**src/rtl/gray_pkg.sv**
```systemverilog
// Purpose: shared definitions for the Gray counter and its monitor: FSM state encodings,
//          Gray/binary conversion and a popcount helper.
// Ports:   none (package).
// Conversion helpers work on MAX_W-bit values; callers zero-extend narrower codes, which
// leaves the low bits of the result unchanged.
package gray_pkg;

  localparam int unsigned MAX_W = 32;

  typedef enum logic [1:0] {
    ST_ACQUIRE = 2'd0,
    ST_TRACK   = 2'd1,
    ST_ERROR   = 2'd2
  } state_e;

  function automatic logic [MAX_W-1:0] gray2bin(input logic [MAX_W-1:0] g);
    logic [MAX_W-1:0] b;
    b = g;
    for (int i = MAX_W - 2; i >= 0; i--) begin
      b[i] = b[i+1] ^ g[i];
    end
    return b;
  endfunction

  function automatic logic [MAX_W-1:0] bin2gray(input logic [MAX_W-1:0] b);
    return b ^ (b >> 1);
  endfunction

  function automatic logic [5:0] popcount(input logic [MAX_W-1:0] v);
    logic [5:0] n;
    n = '0;
    for (int i = 0; i < int'(MAX_W); i++) begin
      n = n + {5'd0, v[i]};
    end
    return n;
  endfunction

endpackage

```
**src/rtl/gray_count_monitor_if.sv**
```systemverilog
// Purpose: signal bundle between the Gray count monitor and its consumer.
// Ports (signals):
//   gray_in   W          Gray code from the upstream counter (asynchronous to clk)
//   clear     1          synchronous clear of err/stall/err_count
//   bin_out   W          decoded binary value of the last sampled code
//   step      1          one-cycle pulse per accepted +1 transition
//   err       1          sticky illegal-transition flag
//   stall     1          counter stopped advancing
//   state     2          monitor FSM state
//   err_count ERR_CNT_W  saturating error count, only when GRAY_MON_ERR_CNT_EN is defined
// Modports: master = side driving gray_in/clear, slave = the monitor.
interface gray_count_monitor_if #(
  parameter int unsigned W = 8
`ifdef GRAY_MON_ERR_CNT_EN
  , parameter int unsigned ERR_CNT_W = 8
`endif
);

  logic [W-1:0] gray_in;
  logic         clear;
  logic [W-1:0] bin_out;
  logic         step;
  logic         err;
  logic         stall;
  logic [1:0]   state;
`ifdef GRAY_MON_ERR_CNT_EN
  logic [ERR_CNT_W-1:0] err_count;
`endif

  modport master (
    output gray_in, clear,
    input  bin_out, step, err, stall, state
`ifdef GRAY_MON_ERR_CNT_EN
    , input err_count
`endif
  );

  modport slave (
    input  gray_in, clear,
    output bin_out, step, err, stall, state
`ifdef GRAY_MON_ERR_CNT_EN
    , output err_count
`endif
  );

endinterface

```
**src/rtl/gray_sync.sv**
```systemverilog
// Purpose: STAGES-deep flop chain bringing a Gray code into the local clock domain. Gray code
//          changes one bit at a time, so a multi-bit synchroniser is safe here.
// Ports:
//   i_clk    clock
//   i_reset  asynchronous active-high reset
//   i_d      asynchronous W-bit input
//   o_q      synchronised W-bit output (last stage)
module gray_sync #(
  parameter int unsigned W      = 8,
  parameter int unsigned STAGES = 2
) (
  input  logic         i_clk,
  input  logic         i_reset,
  input  logic [W-1:0] i_d,
  output logic [W-1:0] o_q
);

  logic [STAGES-1:0][W-1:0] r_chain;

  always_ff @(posedge i_clk or posedge i_reset) begin
    if (i_reset) begin
      r_chain <= '0;
    end else begin
      r_chain <= {r_chain[STAGES-2:0], i_d};
    end
  end

  assign o_q = r_chain[STAGES-1];

endmodule

```
**src/rtl/gray_count_monitor.sv**
```systemverilog
// Purpose: monitors a free-running Gray counter from another clock domain. Synchronises and
//          decodes the code, pulses step on each +1 transition, flags illegal transitions
//          (sticky err) and raises stall when the code stops changing.
// Optional feature: define GRAY_MON_ERR_CNT_EN to add the saturating err_count output.
// Ports:
//   i_clk    clock, all logic on its rising edge
//   i_reset  asynchronous active-high reset
//   io_bus   gray_count_monitor_if.slave (gray_in, clear in; bin_out, step, err, stall,
//            state, optional err_count out)
module gray_count_monitor
  import gray_pkg::*;
#(
  parameter int unsigned W            = 8,
  parameter int unsigned SYNC_STAGES  = 2,
  parameter int unsigned STALL_CYCLES = 2**27
`ifdef GRAY_MON_ERR_CNT_EN
  , parameter int unsigned ERR_CNT_W  = 8
`endif
) (
  input logic                 i_clk,
  input logic                 i_reset,
  gray_count_monitor_if.slave io_bus
);

  localparam int unsigned STALL_W = $clog2(STALL_CYCLES + 1);
  localparam logic [STALL_W-1:0] STALL_MAX = STALL_W'(STALL_CYCLES);
  // ACQUIRE lasts SYNC_STAGES+1 cycles: the chain fills, then the code is latched.
  localparam logic [2:0] ACQ_LAST = 3'(SYNC_STAGES);

  logic [W-1:0]       w_gs;
  logic [W-1:0]       w_diff;
  logic [W-1:0]       w_b_new;
  logic [W-1:0]       w_b_old;
  logic [W-1:0]       w_b_inc;
  logic               w_change;
  logic               w_valid;

  state_e             r_state, w_state_d;
  logic [2:0]         r_acq_cnt, w_acq_cnt_d;
  logic [W-1:0]       r_g_prev, w_g_prev_d;
  logic [W-1:0]       r_bin, w_bin_d;
  logic               r_step, w_step_d;
  logic               r_err, w_err_d;
  logic               r_stall, w_stall_d;
  logic [STALL_W-1:0] r_stall_cnt, w_stall_cnt_d;
`ifdef GRAY_MON_ERR_CNT_EN
  logic [ERR_CNT_W-1:0] r_err_cnt, w_err_cnt_d;
`endif

  gray_sync #(
    .W      (W),
    .STAGES (SYNC_STAGES)
  ) u_sync (
    .i_clk   (i_clk),
    .i_reset (i_reset),
    .i_d     (io_bus.gray_in),
    .o_q     (w_gs)
  );

  assign w_diff   = w_gs ^ r_g_prev;
  assign w_b_new  = W'(gray2bin(MAX_W'(w_gs)));
  assign w_b_old  = W'(gray2bin(MAX_W'(r_g_prev)));
  assign w_b_inc  = w_b_old + W'(1);
  assign w_change = |w_diff;
  assign w_valid  = (popcount(MAX_W'(w_diff)) == 6'd1) && (w_b_new == w_b_inc);

  always_comb begin
    w_state_d     = r_state;
    w_acq_cnt_d   = r_acq_cnt;
    w_g_prev_d    = r_g_prev;
    w_bin_d       = r_bin;
    w_step_d      = 1'b0;
    w_err_d       = r_err;
    w_stall_d     = r_stall;
    w_stall_cnt_d = r_stall_cnt;
`ifdef GRAY_MON_ERR_CNT_EN
    w_err_cnt_d   = r_err_cnt;
`endif

    unique case (r_state)
      ST_ACQUIRE: begin
        if (r_acq_cnt == ACQ_LAST) begin
          w_g_prev_d = w_gs;
          w_bin_d    = w_b_new;
          w_state_d  = ST_TRACK;
        end else begin
          w_acq_cnt_d = r_acq_cnt + 3'd1;
        end
      end
      ST_TRACK, ST_ERROR: begin
        // Clear is applied first so a simultaneous illegal transition overrides it.
        if (io_bus.clear) begin
          w_err_d       = 1'b0;
          w_stall_d     = 1'b0;
          w_stall_cnt_d = '0;
          w_state_d     = ST_TRACK;
`ifdef GRAY_MON_ERR_CNT_EN
          w_err_cnt_d   = '0;
`endif
        end
        if (!w_change) begin
          if (!io_bus.clear && (r_stall_cnt != STALL_MAX)) begin
            w_stall_cnt_d = r_stall_cnt + STALL_W'(1);
          end
          if (w_stall_cnt_d == STALL_MAX) begin
            w_stall_d = 1'b1;
          end
        end else begin
          // Resync to the new code on any change, legal or not.
          w_g_prev_d    = w_gs;
          w_bin_d       = w_b_new;
          w_stall_cnt_d = '0;
          w_stall_d     = 1'b0;
          if (w_valid) begin
            w_step_d = 1'b1;
          end else begin
            w_err_d   = 1'b1;
            w_state_d = ST_ERROR;
`ifdef GRAY_MON_ERR_CNT_EN
            if (w_err_cnt_d != '1) begin
              w_err_cnt_d = w_err_cnt_d + ERR_CNT_W'(1);
            end
`endif
          end
        end
      end
      default: begin
        w_state_d   = ST_ACQUIRE;
        w_acq_cnt_d = '0;
      end
    endcase
  end

  always_ff @(posedge i_clk or posedge i_reset) begin
    if (i_reset) begin
      r_state     <= ST_ACQUIRE;
      r_acq_cnt   <= '0;
      r_g_prev    <= '0;
      r_bin       <= '0;
      r_step      <= 1'b0;
      r_err       <= 1'b0;
      r_stall     <= 1'b0;
      r_stall_cnt <= '0;
`ifdef GRAY_MON_ERR_CNT_EN
      r_err_cnt   <= '0;
`endif
    end else begin
      r_state     <= w_state_d;
      r_acq_cnt   <= w_acq_cnt_d;
      r_g_prev    <= w_g_prev_d;
      r_bin       <= w_bin_d;
      r_step      <= w_step_d;
      r_err       <= w_err_d;
      r_stall     <= w_stall_d;
      r_stall_cnt <= w_stall_cnt_d;
`ifdef GRAY_MON_ERR_CNT_EN
      r_err_cnt   <= w_err_cnt_d;
`endif
    end
  end

  assign io_bus.bin_out = r_bin;
  assign io_bus.step    = r_step;
  assign io_bus.err     = r_err;
  assign io_bus.stall   = r_stall;
  assign io_bus.state   = r_state;
`ifdef GRAY_MON_ERR_CNT_EN
  assign io_bus.err_count = r_err_cnt;
`endif

endmodule

```
**src/flat_wrapper.sv**
```systemverilog
// flat-port wrapper written by rule: the top's interface ports become plain ports
module gray_count_monitor_flat import gray_pkg::*;
#(
  parameter int unsigned W            = 8,
  parameter int unsigned SYNC_STAGES  = 2,
  parameter int unsigned STALL_CYCLES = 2**27

)
  (i_clk, i_reset, io_bus_gray_in, io_bus_clear, io_bus_bin_out, io_bus_step, io_bus_err, io_bus_stall, io_bus_state);
  gray_count_monitor_if #(.W(W)) io_bus_i ();
  input logic i_clk;
  input logic i_reset;
  input wire logic [$bits(io_bus_i.gray_in)-1:0] io_bus_gray_in;
  input wire logic [$bits(io_bus_i.clear)-1:0] io_bus_clear;
  output wire logic [$bits(io_bus_i.bin_out)-1:0] io_bus_bin_out;
  output wire logic [$bits(io_bus_i.step)-1:0] io_bus_step;
  output wire logic [$bits(io_bus_i.err)-1:0] io_bus_err;
  output wire logic [$bits(io_bus_i.stall)-1:0] io_bus_stall;
  output wire logic [$bits(io_bus_i.state)-1:0] io_bus_state;
  assign io_bus_i.gray_in = io_bus_gray_in;
  assign io_bus_i.clear = io_bus_clear;
  assign io_bus_bin_out = io_bus_i.bin_out;
  assign io_bus_step = io_bus_i.step;
  assign io_bus_err = io_bus_i.err;
  assign io_bus_stall = io_bus_i.stall;
  assign io_bus_state = io_bus_i.state;
  gray_count_monitor #(.W(W), .SYNC_STAGES(SYNC_STAGES), .STALL_CYCLES(STALL_CYCLES)) u_core (.i_clk(i_clk), .i_reset(i_reset), .io_bus(io_bus_i));
endmodule
```
**config.mk**
```make
export PLATFORM = sky130hd
export DESIGN_NAME = gray_count_monitor_flat
export DESIGN_NICKNAME = d
export VERILOG_FILES = /design/src/rtl/gray_pkg.sv /design/src/rtl/gray_count_monitor_if.sv /design/src/rtl/gray_sync.sv /design/src/rtl/gray_count_monitor.sv /design/src/flat_wrapper.sv
export SDC_FILE = /design/constraint.sdc
export NUM_CORES = 1
export LEC_CHECK = 0
export CAP_MARGIN = 20
export CORE_MARGIN = 2
export CORE_UTILIZATION = 30
export DETAILED_ROUTE_END_ITERATION = 16
export GPL_ROUTABILITY_DRIVEN = 0
export HOLD_SLACK_MARGIN = 0.1
export PLACE_DENSITY = 0.46
export SKIP_LAST_GASP = 1
export SLEW_MARGIN = 20
export SYNTH_ARGS = -nofsm -noshare
export SYNTH_HDL_FRONTEND = slang
export SYNTH_SLANG_ARGS = --single-unit
```
**constraint.sdc**
```tcl
create_clock -name i_clk -period 4.1 [get_ports i_clk]
set_clock_uncertainty 0.15 [all_clocks]
set_input_delay 0.615 -clock i_clk [delete_from_list [all_inputs] [get_ports i_clk]]
set_output_delay 0.615 -clock i_clk [all_outputs]
set_load 0.01 [all_outputs]
```
# Word-level counts from Yosys, hierarchy flattened

Cells that the tools add are included.

$add $sub $neg: 10
Eq/ne operators: 10
Mux-type cells: 27
Bitwise logic cells: 16
Reductions and logical operators: 11

Operator list:

| cell                                                | count |
|---|---|
| two-way mux 28 bit                                  | 5 |
| adder 6 x 1 -> 6 bit                                | 6 |
| two-way mux 8 bit                                   | 4 |
| one-hot mux 8 bit (2 select lines)                  | 2 |
| adder 28 x 1 -> 28 bit, second input constant       | 1 |
| equality test 28 bit, second input constant         | 1 |
| != test 28 bit, second input constant               | 1 |
| bitwise XOR 1 bit                                   | 14 |
| two-way mux 1 bit                                   | 9 |
| adder 8 x 1 -> 8 bit, second input constant         | 1 |
| equality test 8 bit                                 | 1 |
| two-way mux 2 bit                                   | 4 |
| OR reduction 8 bit                                  | 1 |
| bitwise XOR 8 bit                                   | 1 |
| equality test 6 x 1 -> 1 bit, second input constant | 1 |
| one-hot mux 3 bit (2 select lines)                  | 1 |
| != test 2 x 1 -> 1 bit, second input constant       | 2 |
| one-hot mux 2 bit (2 select lines)                  | 1 |
| AND reduction 2 bit                                 | 2 |
| adder 3 x 1 -> 3 bit, second input constant         | 1 |
| equality test 3 x 2 -> 1 bit, second input constant | 1 |
| two-way mux 3 bit                                   | 1 |
| AND reduction 3 bit                                 | 1 |
| nonzero test 3 bit                                  | 1 |
| 10 further kinds                                    | 11 |

Register bits after elaboration: 68
Output and inout port bits: 13

# Logic depth before layout (Yosys ltp)

Gate-level depths: netlist of run 1.

Depth in word-level cells: 13
Mapped depth: 19
Gate-level depth less buffers: 19

# By module

A second synthesis of run 1 with hierarchy kept.

Cell total of the unflattened synthesis: 470
Area total of the unflattened synthesis: 4,197.8 um2

Modules (own cells, without submodules):

| module             | instances | cells an instance | area an instance (um2) |
|---|---|---|---|
| gray_count_monitor | 1         | 445               | 3,733.6 |
| gray_sync          | 1         | 25                | 464.2 |

# Worst setup path after synthesis of run 1

No wires, ideal clock.

Path type: register -> register
From: reg u_core.r_g_prev[6]
To: reg u_core.r_err (netlist: u_core.io_bus.err)
Library setup time: 121 ps
Data arrival time: 3,710 ps
Data required time: 3,829 ps
Slack: 119 ps
Stages on the path, launching flop included: 20
Buffers on the path: 0
Clock period less this slack: 3,981 ps
Cell sequence: dfrtp_1 xor2_1 ha_1 inv_1 ha_1 inv_1 ha_1 inv_1 ha_1 inv_1 ha_1 inv_1 ha_1 nand4b_1 xor2_1 nor4b_1 nand2_1 nor3_1 nand3_2 a22o_1

Cells in the longest elaborated chain, start to end: 12

Ends and longest elaborated chain:

| item                           | RTL line                  | text |
|---|---|---|
| start: declaration             | gray_count_monitor.sv:40  | `logic [W-1:0] r_g_prev, w_g_prev_d;` |
| start signal: assignment       | gray_count_monitor.sv:150 | `r_g_prev <= w_g_prev_d;` |
| bitwise XOR 1 bit (7 in a row) | gray_pkg.sv:20            | `b[i] = b[i+1] ^ g[i];` |
| adder 8 x 1 -> 8 bit           | gray_count_monitor.sv:63  | `assign w_b_inc = w_b_old + W'(1);` |
| equality test 8 bit            | gray_count_monitor.sv:65  | `assign w_valid = (popcount(MAX_W'(w_diff)) == 6'd1) && (w_b_new == w_b_inc);` |
| logical AND 1 bit              | gray_count_monitor.sv:65  |  |
| two-way mux 1 bit              | gray_count_monitor.sv:114 | `if (w_valid) begin` |
| two-way mux 1 bit (*)          | gray_count_monitor.sv:101 | `if (!w_change) begin` |
| end signal: assignment         | gray_count_monitor.sv:153 | `r_err <= w_err_d;` |
| end: declaration               | gray_count_monitor.sv:43  | `logic r_err, w_err_d;` |

Every way passes the cells marked *; elsewhere a longest branch is shown, timed or not.
A chain may end at the register's enable or synchronous reset.

# Final worst setup path of run 1

From: reg u_core.r_g_prev[6]
To: reg u_core.r_state[0] (netlist: u_core.io_bus.state[0])

Cells in the longest elaborated chain, start to end: 13

Ends and longest elaborated chain:

| item                                   | RTL line                  | text |
|---|---|---|
| bitwise XOR 1 bit (7 in a row)         | gray_pkg.sv:20            |  |
| adder 8 x 1 -> 8 bit                   | gray_count_monitor.sv:63  |  |
| equality test 8 bit                    | gray_count_monitor.sv:65  |  |
| logical AND 1 bit                      | gray_count_monitor.sv:65  |  |
| two-way mux 2 bit                      | gray_count_monitor.sv:114 |  |
| two-way mux 2 bit (*)                  | gray_count_monitor.sv:101 |  |
| one-hot mux 2 bit (2 select lines) (*) | gray_count_monitor.sv:80  | `unique case (r_state)` |
| end signal: assignment                 | gray_count_monitor.sv:148 | `r_state <= w_state_d;` |
| end: declaration                       | gray_count_monitor.sv:38  | `state_e r_state, w_state_d;` |

Marked as above.

==> metrics.yaml, run 1 <==
fin_crit_sh: 0.975
ios: 24
synth_fa_ha_area_frac: 0.0662
setup-tns-final_ns: 0
rows: 43
grt_pass1_vias: 3307
h-tree-depth: 3
timing_hold_violations_final: 0
clock-root-buffer: "clkbuf_16"
numPortBuffers: 23
post-place-ws_ns: -0.000182
min_period_ns: 4.00
leakage_nw: 2.09
ff2ff_path_depth: 19
yosysMostFrequentCell: "dfrtp_1"
yosys.area.top_type_share: 0.396
slew_violations: 0
drt_wl_total_um: 10000
n_fill_cell: 1366
synth_nets: 475
synth.yosys.seq_area_share: 0.396
synth_commonest_cells: "dfrtp_1, nand2_1, o21ai_0"
setup_viol: 0
status: "complete, no violations"
path_max_fanout: 4
synth_xor_area_frac: 0.104
synth_area_leader_cell: "dfrtp_1"
dr.pass1.iters: 4
hold_path_end: "u_core.u_sync.o_q[2]"
yosys_warnings: 0
antenna_cells: 0
die_x_um: 123
critPathKind: "reg -> reg"
drive_gt1_frac: 0.143
syn_avg_cell_area_um2: 9.54
grt_pass1_wl_um: 16900
ys.flop_type: "dfrtp_1"
cp_cell_sequence: "xor2_1 -> ha_1 -> inv_1 -> ha_4 -> inv_1 -> ha_4 -> inv_1 -> ha_4 -> inv_1 -> ha_1 -> inv_1 -> ha_1 -> nand4b_1 -> xor2_1 -> nor4b_1 -> nand2_1 -> nor3_2 -> nand3_2 -> a221oi_2"
cpLargestDelayFamily: "adder cells"
hold_buffers: 0
start_kind: "flop"
worstHoldStart: "u_core.u_sync.r_chain[2]"
relSlewSlack: 0.458
vdd_drop_max_mv: 0.429
vias: 3255
crit_arrival_ns: 4.10
syn2layout_area_growth_pct: 18.4
maxCapViolCount: 0
fmax_mhz: 250
powerDensity_nw_per_um2: 834
grt-ovfl-total: 0
synth-edff-count: 0
core-area_um2: 13800
synth_top_family_by_area: "simple AND/OR/NAND/NOR gates"
postRouteAntennaNets: 0
drc_errors: 0
start_util: 0.306
initialDrtViolationCount: 194
hpwl_um: 6970
rsz0062_at_grt: "true"
min_path_cells: 0
synth.distinct_cells: 56
dieArea_um2: 15100
cp_slowest_cell: "dfrtp_1"
vias_per_cell: 4.97
r2r_slack_ns: 0.10
yosys-top-cells-area: "dfrtp_1, xnor2_1, ha_1, o21ai_0, nand2_1"
grtUsageTotal: 0.147
syn_inst: 444
clk_pin_slew_worst_paths_ns: 0.06
fin_ws_ns: 0.104
die_height_um: 123
fin_nets: 501
synth-simple-area-share: 0.188
async_flop_share: 1.00
synth_mux_area_frac: 0.0387
cts.sinks: 67
holdCritPathClass: "reg -> reg"
clockBufferDepth: 2
worstPathRequired_ns: 4.20
cts_tree: "done"
cts_buffers: 9
slowest_delay_ns: 0.38
clock_latency_ns: 0.34
worst_pin_slew_ns: 0.812
cp.buffers_inverters: 5
synth-seq-cells: 67
r2r_start: "u_core.r_g_prev[6]"
cp-end-kind: "flop"
synth_compound_area_frac: 0.130
grt_max_degree: 37
crit_top_cell: "inv_1"
grt_antenna_before_repair: 0
rr_endpoint: "u_core.io_bus.state[0]"
synth_area_um2: 4230
routedWlPerCell_um: 15.3
layout by cell type, fill, tap and decap left out, drive strengths merged, types with 4 or more instances in the layout:
master	synthesis	final
a21oi	13	13
a31oi	5	5
and2	4	4
and3	5	5
buf	13	20
clkbuf	15	12
clkdlybuf4s50	0	23
dfrtp	67	67
fa	4	4
ha	16	16
inv	33	33
mux2	11	11
mux2i	4	4
nand2	45	45
nand3	20	20
nand4	8	8
nor2	22	22
nor2b	4	4
nor3	12	12
nor4	9	9
nor4b	4	4
o21ai	41	41
o2bb2ai	6	6
o31ai	9	9
or3	5	5
xnor2	31	31
xor2	14	14
metrics by stage:
step	cell area (um^2)	util	hold slack, ns	power, W	std cells
floorplan	4230	-	0.181	0.00243	444
global placement	4610	0.334	0.185	0.00310	636
detailed placement	4610	0.334	0.185	0.00314	636
CTS	4960	0.358	0.197	0.00406	653
global route	5010	0.363	0.199	0.00453	655
finish	5010	0.363	0.195	0.00418	655
worst register-to-register path: stages, from the launching register on:
cell and delay [ns]:
dfrtp_1 0.38, xor2_1 0.18, ha_1 0.30, inv_1 0.07, ha_4 0.28, inv_1 0.06
ha_4 0.27, inv_1 0.06, ha_4 0.27, inv_1 0.04, ha_1 0.26, inv_1 0.04
ha_1 0.28, nand4b_1 0.19, xor2_1 0.15, nor4b_1 0.29, nand2_1 0.10, nor3_2 0.13
nand3_2 0.14, a221oi_2 0.28
layout make-up:
cell class,count,area (um^2),area share
Tap cell,180,225,0.0449
Inverter,33,124,0.0247
Sequential cell,67,1680,0.334
Multi-Input combinational cell,316,2280,0.454
Clock buffer,12,256,0.0512
Timing Repair Buffer,43,380,0.0759
Clock inverter,4,72.6,0.0145
sequential cells by signal, summed over array words and instances, names as in the netlist:
name / cells
u_core.u_sync.o_q: 8
u_core.io_bus.bin_out: 8
u_core.io_bus.state: 2
u_core.io_bus.step: 1
u_core.io_bus.stall: 1
u_core.u_sync.r_chain: 8
u_core.r_acq_cnt: 3
u_core.r_stall_cnt: 28
u_core.r_g_prev: 7
u_core.io_bus.err: 1
power breakdown:
group          leakage, nW  switching [W]  internal [W]
sequential           0.859      0.0000742      0.000773
clock                0.159       0.000291      0.000564
combinational         1.08        0.00125       0.00123
how the worst max path moves through the flow:
stage	from	end	slack, ns	cells after the start
2_1_floorplan	u_core.r_g_prev[6]	u_core.io_bus.err	0.12	19
3_3_place_gp	u_core.r_g_prev[6]	u_core.io_bus.state[1]	0.04	19
3_5_place_dp	u_core.r_g_prev[1]	u_core.io_bus.state[0]	-0.0002	15
4_1_cts	u_core.r_g_prev[6]	u_core.io_bus.err	0.01	19
5_1_grt	u_core.r_g_prev[6]	u_core.io_bus.state[0]	-0.08	19
6_report	u_core.r_g_prev[6]	u_core.io_bus.state[0]	0.10	19
repair_timing:
action	CTS	global route
resized for setup	1	5
pin swaps	3	8
buffers inserted	1	2
setup endpoints to repair	3	4
cell families (layout without fill, tap and decap cells):
family | count (synthesis) | after routing
simple gates | 147 | 147
mux | 15 | 15
fa+ha+maj | 20 | 20
compound gates | 88 | 88
flops | 67 | 67
buf+inv | 61 | 92
xor+xnor | 46 | 46
metal layers:
metal,vias up,share of wire,track usage
met5,-,0,0
met4,0,0.018,0.0654
met3,17,0.036,0.0274
met2,55,0.46,0.223
met1,1589,0.49,0.202
li1,1594,-,-
Power figures use the tool's default switching activity.
==> inputs of run 2 (changes only) <==
Settings changed: GPL_ROUTABILITY_DRIVEN 0 to 1, TNS_END_PERCENT set to 20.
==> results of run 2 <==
The final DEF is identical to that of run 1; final timing and power are the same.
